===== config.mk =====
export PLATFORM = sky130hd
export DESIGN_NAME = alu_sequencer
export DESIGN_NICKNAME = d
export VERILOG_FILES = /design/src/rtl/alu_sequencer.sv
export SDC_FILE = /design/constraint.sdc
export NUM_CORES = 1
export LEC_CHECK = 0
export BUFFER_PORTS_ARGS = -buffer_cell sky130_fd_sc_hd__buf_2
export CORE_AREA = 2 2 145 119
export DETAILED_ROUTE_END_ITERATION = 10
export DIE_AREA = 0 0 147 121
export PLACE_DENSITY = 0.57
export SYNTH_ARGS = -nofsm -noshare
export SYNTH_HDL_FRONTEND = slang
export SYNTH_SLANG_ARGS = --single-unit

===== constraint.sdc =====
create_clock -name clk -period 4.7 [get_ports clk]
set_input_delay 0.94 -clock clk [delete_from_list [all_inputs] [get_ports clk]]
set_output_delay 0.94 -clock clk [all_outputs]
set_load 0.02 [all_outputs]

===== src/rtl/alu_sequencer.sv =====
// alu_sequencer
// Request/response controller for the byte-serial 32-bit ALU. It accepts one
// operation (6-bit opcode plus two 32-bit operands) per req handshake. It then
// streams the operand bytes least-significant first, loads the opcode and runs
// the two execute phases. The 32-bit result and carry flag are returned on a
// valid/ready response channel.
//
// Ports:
//   clk, rst                   clock, synchronous active-high reset
//   req_valid/req_ready        request handshake
//   req_op[5:0]                opcode
//   req_a[31:0], req_b[31:0]   operands
//   rsp_valid/rsp_ready        response handshake
//   rsp_result[31:0]           assembled result
//   rsp_carry                  ALU carry flag for this operation
//   rsp_err                    illegal opcode, ALU not started
//   alu_a[7:0], alu_b[7:0]     ALU byte inputs (alu_b = {2'b00, op} in OPLD)
//   alu_ld, alu_opld, alu_exe  ALU strobes (at most one high per cycle)
//   alu_out                    ALU half select (0 = low, 1 = high)
//   alu_res[15:0], alu_carry   ALU result half and carry flag
module alu_sequencer #(
  parameter int OP_MAX = 17
) (
  input  logic        clk,
  input  logic        rst,
  input  logic        req_valid,
  output logic        req_ready,
  input  logic [5:0]  req_op,
  input  logic [31:0] req_a,
  input  logic [31:0] req_b,
  output logic        rsp_valid,
  input  logic        rsp_ready,
  output logic [31:0] rsp_result,
  output logic        rsp_carry,
  output logic        rsp_err,
  output logic [7:0]  alu_a,
  output logic [7:0]  alu_b,
  output logic        alu_ld,
  output logic        alu_opld,
  output logic        alu_exe,
  output logic        alu_out,
  input  logic [15:0] alu_res,
  input  logic        alu_carry
);

  localparam logic [5:0] OP_MAX_C = 6'(OP_MAX);

  typedef enum logic [3:0] {
    S_IDLE   = 4'd0,
    S_LOAD0  = 4'd1,
    S_LOAD1  = 4'd2,
    S_LOAD2  = 4'd3,
    S_LOAD3  = 4'd4,
    S_OPLD   = 4'd5,
    S_EXE_LO = 4'd6,
    S_EXE_HI = 4'd7,
    S_CAPT   = 4'd8,
    S_RESP   = 4'd9,
    S_FLUSH  = 4'd10
  } state_t;

  state_t      state_q, state_d;
  logic [5:0]  op_q, op_d;
  logic [31:0] a_q, a_d;
  logic [31:0] b_q, b_d;
  logic [31:0] result_q, result_d;
  logic        carry_q, carry_d;
  logic        err_q, err_d;
  // Mirrors the ALU's free-running modulo-4 byte counter. The ALU counter is
  // never reset, so this one must survive rst as well; it starts at zero at
  // power-up to match the ALU.
  logic [1:0]  ld_phase_q = 2'd0;
  logic [1:0]  ld_phase_d;

  logic        req_fire_s;
  logic        op_illegal_s;

  assign req_fire_s   = req_valid && req_ready;
  assign op_illegal_s = (req_op > OP_MAX_C);

  // State register: rst forces FLUSH so the byte counter is realigned first.
  always_ff @(posedge clk) begin
    if (rst) begin
      state_q <= S_FLUSH;
    end else begin
      state_q <= state_d;
    end
  end

  // Next-state logic.
  always_comb begin
    state_d = state_q;
    case (state_q)
      S_IDLE: begin
        if (req_fire_s) begin
          state_d = op_illegal_s ? S_RESP : S_LOAD0;
        end else begin
          state_d = S_IDLE;
        end
      end
      S_LOAD0:  state_d = S_LOAD1;
      S_LOAD1:  state_d = S_LOAD2;
      S_LOAD2:  state_d = S_LOAD3;
      S_LOAD3:  state_d = S_OPLD;
      S_OPLD:   state_d = S_EXE_LO;
      S_EXE_LO: state_d = S_EXE_HI;
      S_EXE_HI: state_d = S_CAPT;
      S_CAPT:   state_d = S_RESP;
      S_RESP: begin
        if (rsp_ready) begin
          state_d = S_IDLE;
        end else begin
          state_d = S_RESP;
        end
      end
      S_FLUSH: begin
        // Phase 3 issues its last pulse this cycle and wraps to 0.
        if ((ld_phase_q == 2'd0) || (ld_phase_q == 2'd3)) begin
          state_d = S_IDLE;
        end else begin
          state_d = S_FLUSH;
        end
      end
      default: state_d = S_FLUSH;
    endcase
  end

  // Output decode; rst gates every strobe so none reach the ALU during reset.
  always_comb begin
    req_ready = 1'b0;
    rsp_valid = 1'b0;
    alu_a     = 8'd0;
    alu_b     = 8'd0;
    alu_ld    = 1'b0;
    alu_opld  = 1'b0;
    alu_exe   = 1'b0;
    alu_out   = 1'b0;
    if (!rst) begin
      case (state_q)
        S_IDLE: req_ready = 1'b1;
        S_LOAD0: begin
          alu_ld = 1'b1;
          alu_a  = a_q[7:0];
          alu_b  = b_q[7:0];
        end
        S_LOAD1: begin
          alu_ld = 1'b1;
          alu_a  = a_q[15:8];
          alu_b  = b_q[15:8];
        end
        S_LOAD2: begin
          alu_ld = 1'b1;
          alu_a  = a_q[23:16];
          alu_b  = b_q[23:16];
        end
        S_LOAD3: begin
          alu_ld = 1'b1;
          alu_a  = a_q[31:24];
          alu_b  = b_q[31:24];
        end
        S_OPLD: begin
          alu_opld = 1'b1;
          alu_b    = {2'b00, op_q};
        end
        S_EXE_LO: begin
          alu_exe = 1'b1;
          alu_out = 1'b0;
        end
        S_EXE_HI: begin
          alu_exe = 1'b1;
          alu_out = 1'b1;
        end
        S_RESP:  rsp_valid = 1'b1;
        S_FLUSH: alu_ld = (ld_phase_q != 2'd0);
        default: begin
          req_ready = 1'b0;
          rsp_valid = 1'b0;
        end
      endcase
    end else begin
      req_ready = 1'b0;
      rsp_valid = 1'b0;
      alu_ld    = 1'b0;
      alu_opld  = 1'b0;
      alu_exe   = 1'b0;
    end
  end

  // Request capture and result assembly.
  always_comb begin
    op_d     = op_q;
    a_d      = a_q;
    b_d      = b_q;
    result_d = result_q;
    carry_d  = carry_q;
    err_d    = err_q;
    if (req_fire_s) begin
      op_d     = req_op;
      a_d      = req_a;
      b_d      = req_b;
      result_d = 32'd0;
      carry_d  = 1'b0;
      err_d    = op_illegal_s;
    end else begin
      case (state_q)
        // The ALU presents each half one cycle after the matching execute.
        S_EXE_HI: result_d[15:0] = alu_res;
        S_CAPT: begin
          result_d[31:16] = alu_res;
          carry_d         = alu_carry;
          err_d           = 1'b0;
        end
        default: result_d = result_q;
      endcase
    end
  end

  // Byte-phase tracker follows every ld pulse actually issued.
  always_comb begin
    if (alu_ld) begin
      ld_phase_d = ld_phase_q + 2'd1;
    end else begin
      ld_phase_d = ld_phase_q;
    end
  end

  // Operand and response registers.
  always_ff @(posedge clk) begin
    if (rst) begin
      op_q     <= 6'd0;
      a_q      <= 32'd0;
      b_q      <= 32'd0;
      result_q <= 32'd0;
      carry_q  <= 1'b0;
      err_q    <= 1'b0;
    end else begin
      op_q     <= op_d;
      a_q      <= a_d;
      b_q      <= b_d;
      result_q <= result_d;
      carry_q  <= carry_d;
      err_q    <= err_d;
    end
  end

  // Byte-phase register, deliberately untouched by rst.
  always_ff @(posedge clk) begin
    ld_phase_q <= ld_phase_d;
  end

  assign rsp_result = result_q;
  assign rsp_carry  = carry_q;
  assign rsp_err    = err_q;

endmodule


# Word-level counts from Yosys, hierarchy flattened
# Index checks and enable logic that the tools add are counted.
# op_classes
addsub,1
magnitude_cmp,1
eq_ne,11
muxes,23
n_reduce_logical,9
# op_table
op,n
$pmux W4 S11,1
$pmux W8 S5,1
$pmux W8 S4,1
$eq A4 B3 Y1 const B,4
$mux W4,4
$mux W8,2
$mux W1,13
$eq A4 B4 Y1 const B,3
$eq A4 B2 Y1 const B,2
$gt A6 B5 Y1 const B,1
$eq A4 B1 Y1 const B,1
$logic_not A4 Y1,1
$reduce_bool A2 Y1,2
$reduce_or A2 Y1,2
$reduce_or A4 Y1,1
$add A2 B1 Y2 const B,1
$eq A2 B2 Y1 const B,1
$logic_not A2 Y1,1
$pmux W1 S2,1
$logic_and A1 B1 Y1,1
$logic_or A1 B1 Y1,1
# totals
register_bits,110
input_bits,91
output_inout_bits,56
word_cells,54

# Longest topological paths before layout
# Gate-level depths: netlist (run 1).
# depth
ltp_word,6
mapped_depth,8
mapped_depth_nobuf,6

# Least setup slack after synthesis (run 1)
# OpenSTA, ideal clock, no wires.
# synth_path
path_kind,input -> output
startpoint,input port rst
endpoint,output port alu_opld
arrival_time_ps,1831
setup_slack_ps,1929
path_stages,3
path_buffers,2
cell_sequence,clkbuf_1 > buf_1 > nor3_1
# synth_between
elab_chain_len,1
# synth_lines
item,line,text
"start, declared",25,"input logic rst,"
$mux W1,138,if (!rst) begin
"end, declared",39,"output logic alu_opld,"
# Every way passes these cells.

# Final worst setup path (run 1)
# layout_path
startpoint,register state_q[0]
endpoint,output port alu_a[7]
# layout_between
elab_chain_len,3
elab_cells_between_ends,6
classes_between,eq/ne: 4; mux: 2
# layout_lines
item,line,text
"start, declared",62,"state_t state_q, state_d;"
"start signal, assigned",86,state_q <= state_d;
"$eq A4 B3 Y1, or another cell as far along",139,case (state_q)
$pmux W8 S4 (*),139,
$mux W8 (*),138,
"end, declared",36,"output logic [7:0] alu_a,"
# Every way passes the cells marked *; elsewhere a longest branch is shown, timed or not.

==> flow_summary_export.csv, run 1 <==
group,metric,value,unit
placed_design,io_buffers,146,
final_layout,antenna_cells,0,
outcome,status,"completed",
drt,drt-vias-per-instance,4.68,
global_routing,grt_max_degree,100,
final_layout,seqCellArea,2220,um^2
logic_synthesis,synthCells,589,
worst_setup_path,cp-start-kind,"flop",
clock_tree,cts_hold_buf,0,
drt,drc,0,
power_and_ir_drop,p_int,1620,uW
timing,fin_tns_setup,0,ps
run,max-cap-violations,0,
final_layout,final_core_util,0.361,
final_layout,syn2layout_area_growth,22.5,%
clock_tree,cts_resized,0,
timing,setup_viol,0,
worst_setup_path,rr_worst_depth,4,
clock_tree,clkSlewWorstSetupHoldPaths,80,ps
timing,setup_slack,952,ps
final_layout,multi_input_area,2310,um^2
drt,vias,4361,
global_routing,grt_pass1_vias,4188,
logic_synthesis,avgSynthCellArea,8.15,um^2
clock_tree,cts_tree,"built",
drt,wl_per_cell,15.1,um
clock_tree,clock_latency,350,ps
power_and_ir_drop,ir_drop,190,uV
floorplan,die_w,147,um
drt,drt-initial-drc-count,281,
worst_setup_path,crit_path_end_kind,"primary output",
placed_design,hpwlAfterDp,9830,um
timing,fin_crit,3750,ps
placed_design,place_area,5600,um^2
global_routing,grt_antenna_before_repair,0,
worst_setup_path,crit_family,"simple AND/OR/NAND/NOR gates",
timing,slew_headroom,0.260,
clock_tree,cts_buffer_depth,2,
worst_hold_path,hp-class,"flop to flop",
clock_tree,cts_setup_buffers,0,
worst_setup_path,path_max_fanout,24,
clock_tree,cts_made_buffers,9,
timing,fmax,267,MHz
worst_setup_path,crit_slowest_cell,"dfxtp_1",
logic_synthesis,ys_ff_latch,110,
worst_setup_path,crit_arrival,2810,ps
clock_tree,cts_root_buf,"clkbuf_16",
global_routing,overflow,0,
power_and_ir_drop,total_power,2480,uW
logic_synthesis,netlist_area,4800,um^2
logic_synthesis,synth_cell_type_count,48,
logic_synthesis,synthFlopType,"dfxtp_1",
logic_synthesis,syn_nets,681,
global_routing,grt_use_total,0.158,
floorplan,rows,42,
final_layout,drive_above_1_share,0.252,
floorplan,core,16300,um^2
placed_design,post-place-ws,1340,ps
worst_setup_path,path_cells,"nand2_1 > nor3_2 > a222oi_1 > nor2_1 > buf_2",
power_and_ir_drop,p_clk_frac,0.303,
worst_setup_path,worst_ep_required_time,3760,ps
floorplan,die_height,121,um
worst_hold_path,hold_depth,2,
logic_synthesis,synth_seq_area_share,0.463,
floorplan,start_util,0.295,
drt,drt.antenna.violating_nets,0,
drt,drt_first_pass_iters,4,
power_and_ir_drop,sw_frac_of_total,0.346,
power_and_ir_drop,p_leak,0.00230,uW
timing,finalClockSkew,5.42,ps
worst_setup_path,critPathBufInv,1,
clock_tree,cts_sinks,110,
worst_setup_path,cp.depth,5,
timing,tightest_slew,1100,ps
timing,fin_crit_sh,0.797,
placed_design,gp_congestion,0.854,
clock_tree,htree_levels,3,
global_routing,grt_pass1_wl,22100,um
logic_synthesis,ys_warn_count,0,
power_and_ir_drop,seq_power_share,0.464,
floorplan,io_pins,147,
final_layout,fill_cells,1778,
timing,final_hold_viol_count,0,
logic_synthesis,synth_edf_count,2,
power_and_ir_drop,p_switching,856,uW
floorplan,die_area,17800,um^2
power_and_ir_drop,power-per-cell-area,421,nW/um^2
worst_setup_path,timing.critical_path.slowest_cell_delay,920,ps
logic_synthesis,async_flop_share,0,
power_and_ir_drop,comb_power_share,0.234,
timing,slew_viol_final,0,
drt,wirelength,14100,um
timing,grt_setup_unrepaired,"no",
worst_setup_path,worstSetupPathType,"flop to primary output",
final_layout,fin_nets,798,
final_layout,postLayoutCellArea,5880,um^2
==> cell type report <==
class	count	share of cell area
tap	220	0.0468
sequential	110	0.378
clock inverter	5	0.00723
inverter	5	0.00319
timing repair buffer	150	0.131
multi-input combinational	430	0.392
clock buffer	11	0.0413
==> flip-flops by register name (all words and copies together) (netlist names) <==
signal	cells
a_q	32
b_q	32
ld_phase_q	2
op_q	6
rsp_carry	1
rsp_err	1
rsp_result	32
state_q	4
==> synth_stat cells (2+ instances only) <==
| library cell | instances | area [um^2] |
|---|---|---|
| nor2_4 | 2 | 22.5 |
| dfxtp_1 | 108 | 2160 |
| nor3_1 | 7 | 35.0 |
| a21oi_1 | 41 | 205 |
| inv_1 | 4 | 15.0 |
| a222oi_1 | 10 | 100 |
| mux2i_1 | 2 | 20.0 |
| nand3b_1 | 3 | 22.5 |
| buf_2 | 7 | 35.0 |
| clkbuf_2 | 2 | 10.0 |
| a22o_1 | 12 | 105 |
| nand3_1 | 6 | 30.0 |
| nor2_1 | 19 | 71.3 |
| buf_4 | 13 | 97.6 |
| o21ai_1 | 49 | 245 |
| o21ai_0 | 27 | 135 |
| nor3_2 | 2 | 20.0 |
| buf_6 | 4 | 45.0 |
| clkbuf_1 | 17 | 63.8 |
| edfxtp_1 | 2 | 60.1 |
| nor2b_1 | 4 | 25.0 |
| a22oi_1 | 3 | 22.5 |
| nand2b_1 | 73 | 457 |
| nand2_1 | 144 | 541 |
| mux2_2 | 3 | 33.8 |
| a32o_1 | 3 | 30.0 |
==> cell usage in the layout, fill, tap and decap left out, drive strengths merged, types with 4 or more instances in the layout <==
master,instances
o21ai,76
mux2,4
buf,150
nor2,22
nand2,144
nor2b,4
nand2b,73
dfxtp,108
inv,7
a21oi,41
nand3,7
nor3,10
clkbuf,11
a22o,12
a222oi,10
==> kinds of logic (layout without fill, tap and decap cells) <==
family	count (synthesis)	count (layout)	synth area share
AO/OA/AOI/OAI	155	155	0.193
XOR/XNOR	1	1	0.00183
adder cells (fa/ha/maj)	1	1	0.00261
buffers and inverters	49	171	0.0571
flip-flops	110	110	0.463
multiplexers	6	6	0.0136
AND/OR/NAND/NOR	267	267	0.269
==> through the flow <==
stage          hold slack [ps]  std cells
2_1_floorplan              439        589
3_3_place_gp               440        915
3_5_place_dp               445        915
4_1_cts                    455        931
5_1_grt                    467        931
6_report                   452        931
==> power by group through the flow <==
stage	Clock [uW]	Sequential (uW)	Combinational, uW
floorplan	0	1140	432
global placement	0	1160	580
detailed placement	0	1170	580
CTS	774	1150	582
global route	814	1160	644
finish	750	1150	579
==> worst paths after layout <==
path / start / to / slack, ps
worst max-delay path: state_q[0] / alu_a[7] / 950
worst max register to register: state_q[3] / a_q[26] / 2310
worst min register to register: rsp_result[8] / rsp_result[8] / 450
worst min-delay path: rsp_result[8] / rsp_result[8] / 450
==> worst min-delay path: stages (launching register included) <==
cell and delay (ps):
dfxtp_1 310, nand2_1 50, a21oi_1 50
==> layer usage <==
metal / global-route usage / part of all wire
met3: 0.0380 / 0.062
met5: 0 / 0
met4: 0.0439 / 0.014
met2: 0.237 / 0.43
met1: 0.226 / 0.50
Note: power is estimated with default switching activity, not from simulation.
==> inputs of run 2 (changes only) <==
- PLACE_DENSITY: 0.57 -> 0.59
- clock period: 4.7 -> 3.1 ns (I/O delays scaled with it)
==> flow_summary_export.csv, run 2 (synthesis results as in run 1) <==
group,metric,value,unit
worst_setup_path,crit_path_start,"state_q[2]",
run,max-cap-violations,0,
timing,setup_viol,0,
power_and_ir_drop,p_leak,0.00235,uW
worst_hold_path,hp-class,"flop to flop",
power_and_ir_drop,seq_power_share,0.427,
placed_design,io_buffers,146,
clock_tree,cts_buffer_depth,2,
worst_hold_path,holdCritStartpoint,"rsp_result[18]",
global_routing,grt_max_degree,59,
drt,drt.antenna.violating_nets,0,
clock_tree,clkSlewWorstSetupHoldPaths,70,ps
timing,finalClockSkew,8.60,ps
clock_tree,htree_levels,3,
timing,fmax,347,MHz
worst_setup_path,worst_ep_required_time,2480,ps
final_layout,drive_above_1_share,0.261,
drt,vias,4385,
final_layout,postLayoutCellArea,5980,um^2
floorplan,core,16300,um^2
floorplan,rows,42,
global_routing,grt_pass1_vias,4169,
worst_setup_path,rr_startpoint,"state_q[3]",
drt,drc,0,
timing,fin_crit,2880,ps
global_routing,overflow,0,
power_and_ir_drop,ir_drop,329,uV
clock_tree,cts_root_buf,"clkbuf_16",
outcome,status,"completed",
placed_design,hpwlAfterDp,9890,um
placed_design,place_area,5680,um^2
floorplan,die_area,17800,um^2
final_layout,fin_nets,807,
final_layout,antenna_cells,0,
clock_tree,clock_latency,360,ps
worst_setup_path,path_max_fanout,14,
global_routing,grt_antenna_before_repair,0,
timing,tightest_slew,951,ps
floorplan,die_height,121,um
final_layout,mostFrequentLayoutCells,"buf_2, nand2_1, dfxtp_1",
drt,drt-vias-per-instance,4.66,
timing,fin_tns_setup,0,ps
floorplan,start_util,0.295,
worst_setup_path,crit_arrival,2260,ps
drt,drt_first_pass_iters,5,
worst_setup_path,worstSetupPathType,"flop to primary output",
floorplan,die_w,147,um
timing,final_hold_viol_count,0,
clock_tree,cts_tree,"built",
drt,wl_per_cell,14.6,um
floorplan,io_pins,147,
power_and_ir_drop,power-per-cell-area,643,nW/um^2
worst_setup_path,crit_path_end_kind,"primary output",
timing,slew_headroom,0.365,
worst_setup_path,cp-start-kind,"flop",
timing,grt_setup_unrepaired,"no",
power_and_ir_drop,p_clk_frac,0.313,
clock_tree,cts_made_buffers,9,
power_and_ir_drop,p_switching,1300,uW
clock_tree,cts_hold_buf,0,
final_layout,layout.cells.most_common,"buf_2",
drt,drt-initial-drc-count,271,
power_and_ir_drop,p_int,2540,uW
timing,fin_crit_sh,0.930,
global_routing,grt_pass1_wl,21700,um
final_layout,syn2layout_area_growth,24.7,%
global_routing,grt_use_total,0.156,
clock_tree,cts_sinks,110,
clock_tree,cts_setup_buffers,0,
placed_design,gp_congestion,0.805,
drt,wirelength,13800,um
clock_tree,cts_resized,0,
timing,slew_viol_final,0,
power_and_ir_drop,sw_frac_of_total,0.339,
power_and_ir_drop,comb_power_share,0.260,
-- run 2: power groups by stage --
stage               clock, uW  combinational (uW)  sequential, uW
CTS                      1240                1010            1640
detailed placement          0                1000            1680
global route             1290                1110            1660
floorplan                   0                 656            1720
global placement            0                1000            1670
finish                   1200                1000            1640
-- run 2: layout make-up --
class | instances | area (um^2)
repair buffers | 159 | 853
well taps | 220 | 275
clock inverters | 6 | 77.6
inverters | 5 | 18.8
multi-input cells | 430 | 2310
flip-flops and latches | 110 | 2220
fillers | 1767 | 10300
clock buffers | 10 | 229
-- run 2: path summary, 6_finish.rpt --
kind,to,slack (ps),cells past startpoint
hold / removal,rsp_result[18],450,2
setup reg to reg,a_q[4],900,6
hold reg to reg,rsp_result[18],450,2
setup / recovery,alu_a[0],220,6
-- run 2: worst max-delay path, stage by stage, from the launching register on --
cell and delay (ps):
dfxtp_1 670, nand2b_1 240, nor3_2 290, buf_4 270, a222oi_1 120, nor2_1 120
buf_2 190
-- run 2: routing by layer --
layer | up-vias | global-route usage | wire length, um
met4 | 0 | 0.0445 | 226
met5 | - | 0 | 0
met1 | 1967 | 0.225 | 6890
li1 | 2241 | - | -
met2 | 162 | 0.229 | 5710
met3 | 15 | 0.0398 | 936
-- run 2: through the flow --
stage	std cells	utilization	setup slack (ps)	hold slack, ps	power [uW]
final	940	0.367	216	452	3850
after global routing	940	0.367	67.8	455	4060
after CTS	940	0.367	192	443	3890
after detailed placement	924	0.348	593	444	2680
after global placement	924	0.348	599	440	2680
after floorplan	589	-	969	439	2380
